File: src/rtl/color_sensor_sequencer_if.sv
// color_sensor_sequencer_if: sensor-side and sample-side signals of the RGB sequencer.
interface color_sensor_sequencer_if;
    logic       en;
    logic       sensor_out;
    logic       s2;
    logic       s3;
    logic [7:0] r;
    logic [7:0] g;
    logic [7:0] b;
    logic       sample_valid;
    logic       busy;
    modport master (output en, sensor_out, input s2, s3, r, g, b, sample_valid, busy);
    modport slave  (input en, sensor_out, output s2, s3, r, g, b, sample_valid, busy);
endinterface

File: src/rtl/color_sensor_sequencer.sv
// color_sensor_sequencer: cycles the sensor filter red/green/blue, counts sensor edges per
// window after a settle delay, and publishes the three counts together.
module color_sensor_sequencer #(
    parameter logic [15:0] SETTLE_CYCLES = 16'd1000,
    parameter logic [15:0] WINDOW_CYCLES = 16'd10000
) (
    input logic                     clk,
    input logic                     rst_n,
    color_sensor_sequencer_if.slave bus
);
    // A zero length behaves as one cycle.
    localparam logic [15:0] SETTLE_LAST = (SETTLE_CYCLES == 16'd0) ? 16'd0 : SETTLE_CYCLES - 16'd1;
    localparam logic [15:0] WIN_LAST    = (WINDOW_CYCLES == 16'd0) ? 16'd0 : WINDOW_CYCLES - 16'd1;

    typedef enum logic [1:0] {IDLE, SETTLE, COUNT} state_t;

    state_t      state_q, state_d;
    logic [1:0]  ch_q, ch_d, filt_q, filt_d;
    logic [15:0] cyc_q, cyc_d;
    logic [7:0]  edges_q, edges_d, edges_inc;
    logic [7:0]  hold_r_q, hold_r_d, hold_g_q, hold_g_d;
    logic [7:0]  r_q, r_d, g_q, g_d, b_q, b_d;
    logic        valid_q, valid_d;
    logic [2:0]  sync_q;
    logic        edge_det;

    assign edge_det  = sync_q[1] & ~sync_q[2];
    assign edges_inc = (edge_det && edges_q != 8'hFF) ? edges_q + 8'd1 : edges_q;

    always_comb begin
        state_d  = state_q;
        ch_d     = ch_q;
        cyc_d    = cyc_q + 16'd1;
        edges_d  = edges_q;
        hold_r_d = hold_r_q;
        hold_g_d = hold_g_q;
        r_d      = r_q;
        g_d      = g_q;
        b_d      = b_q;
        valid_d  = 1'b0;
        if (state_q == IDLE) begin
            cyc_d = 16'd0;
            if (bus.en) begin
                state_d = SETTLE;
                ch_d    = 2'd0;
            end
        end else if (!bus.en) begin
            state_d  = IDLE;
            ch_d     = 2'd0;
            cyc_d    = 16'd0;
            edges_d  = 8'd0;
            hold_r_d = 8'd0;
            hold_g_d = 8'd0;
        end else if (state_q == SETTLE) begin
            if (cyc_q == SETTLE_LAST) begin
                state_d = COUNT;
                cyc_d   = 16'd0;
                edges_d = 8'd0;
            end
        end else if (state_q == COUNT) begin
            edges_d = edges_inc;
            if (cyc_q == WIN_LAST) begin
                state_d  = SETTLE;
                cyc_d    = 16'd0;
                ch_d     = (ch_q == 2'd2) ? 2'd0 : ch_q + 2'd1;
                hold_r_d = (ch_q == 2'd0) ? edges_inc : hold_r_q;
                hold_g_d = (ch_q == 2'd1) ? edges_inc : hold_g_q;
                if (ch_q == 2'd2) begin
                    r_d     = hold_r_q;
                    g_d     = hold_g_q;
                    b_d     = edges_inc;
                    valid_d = 1'b1;
                end
            end
        end else begin
            state_d = IDLE;
        end
        filt_d = (state_d == IDLE) ? 2'b10 :
                 (ch_d == 2'd0)    ? 2'b00 :
                 (ch_d == 2'd1)    ? 2'b11 : 2'b01;
    end

    always_ff @(posedge clk or negedge rst_n) begin
        if (!rst_n) begin
            state_q  <= IDLE;
            ch_q     <= 2'd0;
            filt_q   <= 2'b10;
            cyc_q    <= 16'd0;
            edges_q  <= 8'd0;
            hold_r_q <= 8'd0;
            hold_g_q <= 8'd0;
            r_q      <= 8'd0;
            g_q      <= 8'd0;
            b_q      <= 8'd0;
            valid_q  <= 1'b0;
            sync_q   <= 3'd0;
        end else begin
            state_q  <= state_d;
            ch_q     <= ch_d;
            filt_q   <= filt_d;
            cyc_q    <= cyc_d;
            edges_q  <= edges_d;
            hold_r_q <= hold_r_d;
            hold_g_q <= hold_g_d;
            r_q      <= r_d;
            g_q      <= g_d;
            b_q      <= b_d;
            valid_q  <= valid_d;
            sync_q   <= {sync_q[1:0], bus.sensor_out};
        end
    end

    assign bus.s2           = filt_q[1];
    assign bus.s3           = filt_q[0];
    assign bus.r            = r_q;
    assign bus.g            = g_q;
    assign bus.b            = b_q;
    assign bus.sample_valid = valid_q;
    assign bus.busy         = (state_q != IDLE);
endmodule

File: src/flat_wrapper.sv
// flat-port wrapper written by rule: the top's interface ports become plain ports
module color_sensor_sequencer_flat 
#(
    parameter logic [15:0] SETTLE_CYCLES = 16'd1000,
    parameter logic [15:0] WINDOW_CYCLES = 16'd10000
)
  (clk, rst_n, bus_en, bus_sensor_out, bus_s2, bus_s3, bus_r, bus_g, bus_b, bus_sample_valid, bus_busy);
  color_sensor_sequencer_if bus_i ();
  input logic clk;
  input logic rst_n;
  input wire logic [$bits(bus_i.en)-1:0] bus_en;
  input wire logic [$bits(bus_i.sensor_out)-1:0] bus_sensor_out;
  output wire logic [$bits(bus_i.s2)-1:0] bus_s2;
  output wire logic [$bits(bus_i.s3)-1:0] bus_s3;
  output wire logic [$bits(bus_i.r)-1:0] bus_r;
  output wire logic [$bits(bus_i.g)-1:0] bus_g;
  output wire logic [$bits(bus_i.b)-1:0] bus_b;
  output wire logic [$bits(bus_i.sample_valid)-1:0] bus_sample_valid;
  output wire logic [$bits(bus_i.busy)-1:0] bus_busy;
  assign bus_i.en = bus_en;
  assign bus_i.sensor_out = bus_sensor_out;
  assign bus_s2 = bus_i.s2;
  assign bus_s3 = bus_i.s3;
  assign bus_r = bus_i.r;
  assign bus_g = bus_i.g;
  assign bus_b = bus_i.b;
  assign bus_sample_valid = bus_i.sample_valid;
  assign bus_busy = bus_i.busy;
  color_sensor_sequencer #(.SETTLE_CYCLES(SETTLE_CYCLES), .WINDOW_CYCLES(WINDOW_CYCLES)) u_core (.clk(clk), .rst_n(rst_n), .bus(bus_i));
endmodule
File: config.mk
export PLATFORM = sky130hd
export DESIGN_NAME = color_sensor_sequencer_flat
export DESIGN_NICKNAME = d
export VERILOG_FILES = /design/src/rtl/color_sensor_sequencer_if.sv /design/src/rtl/color_sensor_sequencer.sv /design/src/flat_wrapper.sv
export SDC_FILE = /design/constraint.sdc
export NUM_CORES = 1
export LEC_CHECK = 0
export CORE_UTILIZATION = 41
export DETAILED_ROUTE_END_ITERATION = 8
export PLACE_DENSITY = 0.69
export SLEW_MARGIN = 20
export SYNTH_ARGS = -nofsm -noshare
export SYNTH_HDL_FRONTEND = slang
export SYNTH_SLANG_ARGS = --single-unit
File: constraint.sdc
create_clock -name clk -period 6.5 [get_ports clk]
set_input_delay 1.3 -clock clk [delete_from_list [all_inputs] [get_ports clk]]
set_output_delay 1.3 -clock clk [all_outputs]
set_load 0.03 [all_outputs]
==> summary by stage <==
Floorplan
The floorplan step set the die height to 96.0 um. The area of the placeable core is 8380 um^2. The count of standard-cell rows is 33. The width of the die is 96.0 um. Pin placement for this block handled 32 I/O pins. The die covers 9220 um^2. The initial cell density of the core is 0.432.

CTS
The buffer levels on the longest clock path is 2. Buffers inserted during clock tree synthesis total 9. Buffers inserted to repair hold after CTS numbered 0. For the worst-skew pair, the clock arrives at the later sink with an insertion delay of around 0.36 ns. Clock-pin slew was measured on the worst setup and hold paths at about 0.08 ns. The CTS tree is built.

Post-CTS repair changed the size of 0 cells. The root buffer cell is sky130_fd_sc_hd__clkbuf_8. The number of buffers added for setup after CTS is 0.

The number of sinks driven by the clock tree is 74. The H-tree depth is 3.

GRT
The number of antenna violations at the first check in global routing is 0. The total overflow reported by the global router is 0. The maximum number of pins on one net before global-route repair is 75. For this run, the total global-route usage over all layers was measured as 0.181.

The wire length of the first global-routing pass is 12.6 mm. The via count of the first global-routing pass was about 2500.

Timing
The achievable frequency is 305 MHz. The post-route minimum period is 3.28 ns. The final worst hold slack is 0.359 ns. The headroom to the max-slew limit is 0.390. At the pin with the least slew margin, the transition time is ~0.9 ns. The number of hold violations in the final report is 0. The final worst clock skew is 0.0101 ns.

Setup repair after global routing left no endpoint under its margin. Setup violations remaining at the end of the flow were counted as 0. The final count of pins violating max slew is 0. The share of the clock period used by the worst path is 0.504.

In the final timing run, aggregate negative setup slack is 0 ns.

Cells and area
After routing the design area is 4200 um^2. The antenna diode count is 0. From synthesis to final layout, the design area changed by 15.8%. The post-layout utilization of the core is 0.501. The most common cell after layout, fill and taps aside is sky130_fd_sc_hd__dfrtp_1. The final net count is 379.

The top cell types in the final layout, fill and taps aside, are 73 x sky130_fd_sc_hd__dfrtp_1, 39 x sky130_fd_sc_hd__nand3_1, 37 x sky130_fd_sc_hd__nand2_1, 30 x sky130_fd_sc_hd__clkdlybuf4s50_1, 29 x sky130_fd_sc_hd__nor2_1. The count of non-filler cells in the finished layout is 483. Of the cells placed in the final design, the portion with a size suffix greater than 1 is 0.103.

Placement
During placement, the flow inserted port buffers numbering 31. The final estimated routing congestion in global placement is 0.842. The total half-perimeter wirelength after legalization and detailed placement is 5.02 mm. After detailed placement, the total cell area comes to about 4000 um^2. Including well taps, the total number of placed cells is 467.

Synthesis
The sequential-to-total area share from yosys stat is 0.512. In this run, synthesis produced a sequential element count of 74. The count of cell types in the netlist is 55.

The most instantiated flip-flop cell in the synthesis netlist is sky130_fd_sc_hd__dfrtp_1. Yosys printed 0 warnings. By area the synthesized netlist is led by sky130_fd_sc_hd__dfrtp_1 50%, sky130_fd_sc_hd__mux2_1 5.9%, sky130_fd_sc_hd__nand3_1 5.4%. The number of nets handed over by synthesis was 355. The post-synthesis cell area is 3620 um^2.

sky130_fd_sc_hd__dfrtp_1 takes more of the synthesized area than any other cell. Of all flip-flops after synthesis, the portion carrying an async set or reset was 1.00. Synthesis handed over a netlist of 349 instances. Counting flops with a built-in enable in the synthesized netlist gives 0. The share of the synthesized area in the top cell type is 0.504. A synthesized cell averages 10.4 um^2.

Detailed routing
The number of DRC violations after detailed-routing iteration 0 is 181. For this run, design rule violations remaining after detail routing come to 0. The total wire length is 7.44 mm. The first-pass iteration count of the detailed router is 5.

After detailed routing, the number of vias per cell comes to between 5 and 6. In this run the remaining antenna-violating nets after routing total 0. The number of vias in the routed layout is between 2000 and 3000. Dividing the detail-routed wire length by the instance count gives 15.4 um.

Power and ir drop
Power spread over the standard cell area amounts to 224 nW/um^2. The analysis attributes to cell leakage a power of between 1.5 and 2 nW. The worst vdd rail ir drop is roughly 94 uV.

Min path
The number of cells on the worst hold path is 0. The path category of the worst min-delay check is flop to flop.

Critical path
The register-to-register setup slack is 3.94 ns. The worst setup path is launched from a flop. The highest fanout seen on the critical path is 18.

The critical path class is flop to output port. The capturing element type of the critical path is an output port. STA puts the critical path data arrival time at 1.98 ns.

The number of cells on the worst reg-to-reg path is 6. The required time reported for the critical path endpoint is approximately 5.2 ns.

Job
The tool flagged a number of max-cap violations equal to 0.

Run status
The run finished with clean final reports.
[state kept, by name (all words and copies together), names as in the netlist, 2 cells and up]
signal,flops
u_core.cyc_q,16
u_core.bus.b,8
u_core.bus.g,8
u_core.bus.r,8
u_core.edges_q,8
u_core.hold_g_q,8
u_core.hold_r_q,8
u_core.sync_q,3
u_core.ch_q,2
u_core.filt_q,2
u_core.state_q,2
[cell type report]
type	instances	area, um^2
clock inverter	7	83.8
tap	105	131
inverter	9	33.8
multi-input combinational	244	1630
fill	764	4190
clock buffer	9	124
sequential	74	1850
timing repair buffer	35	338
[cell families (layout without fill, tap and decap cells)]
group           count (synthesis)  count (layout)  share of synthesized area
compound gates                 45              45                     0.0867
xor+xnor                       17              17                     0.0411
fa+ha+maj                       2               2                    0.00691
buf+inv                        31              60                     0.0380
flops                          74              74                      0.512
mux                            31              31                     0.0964
simple gates                  149             149                      0.219
[cell usage after synthesis (all sizes together), types with 2 or more instances]
cell	instances
nand4	5
a31o	2
and4b	2
buf	8
and3	8
ha	2
a21oi	6
mux2	28
a21o	2
xnor2	10
o31a	2
nor4b	2
o21ai	10
inv	9
nand2	37
clkbuf	14
dfrtp	73
a31oi	5
a32o	3
and4	4
o211ai	4
nand3	39
a22o	2
nor2	29
nor4	6
and2	2
nor3	4
mux2i	3
or3	3
nand3b	2
xor2	7
[critical path, cell delays in order, from the launching register on]
cell                              delay [ns]
sky130_fd_sc_hd__dfrtp_1                0.68
sky130_fd_sc_hd__nor2_1                 0.13
sky130_fd_sc_hd__inv_1                  0.12
sky130_fd_sc_hd__clkdlybuf4s50_1        0.69
[stage by stage]
| stage | power (mW) | setup slack, ns |
|---|---|---|
| floorplan | 0.546 | 3.97 |
| global placement | 0.573 | 3.28 |
| detailed placement | 0.575 | 3.24 |
| CTS | 0.954 | 3.21 |
| global route | 0.987 | 3.09 |
| finish | 0.941 | 3.22 |
[power by group]
group	leakage, nW	switching [mW]	internal, mW	total [mW]
sequential	1.01	0.0208	0.481	0.501
combinational	0.756	0.0418	0.0228	0.0646
clock	0.103	0.189	0.185	0.375
[per-layer routing]
metal	GRT usage	wire length [um]	vias up
li1	-	-	1292
met1	0.262	3590	1329
met2	0.266	3440	70
met3	0.0403	306	9
met4	0.0597	95	0
met5	0	0	-
[worst paths after layout]
| path | startpoint | to |
|---|---|---|
| max | u_core.state_q[0] | bus_busy |
| min | u_core.sync_q[0] | u_core.sync_q[1] |
| max reg2reg | u_core.state_q[1] | u_core.bus.b[0] |
| min reg2reg | u_core.sync_q[0] | u_core.sync_q[1] |
| max in group asynchronous | rst_n | u_core.bus.r[2] |
| min in group asynchronous | rst_n | u_core.cyc_q[0] |
No activity file was read; power rests on OpenSTA's default activity.
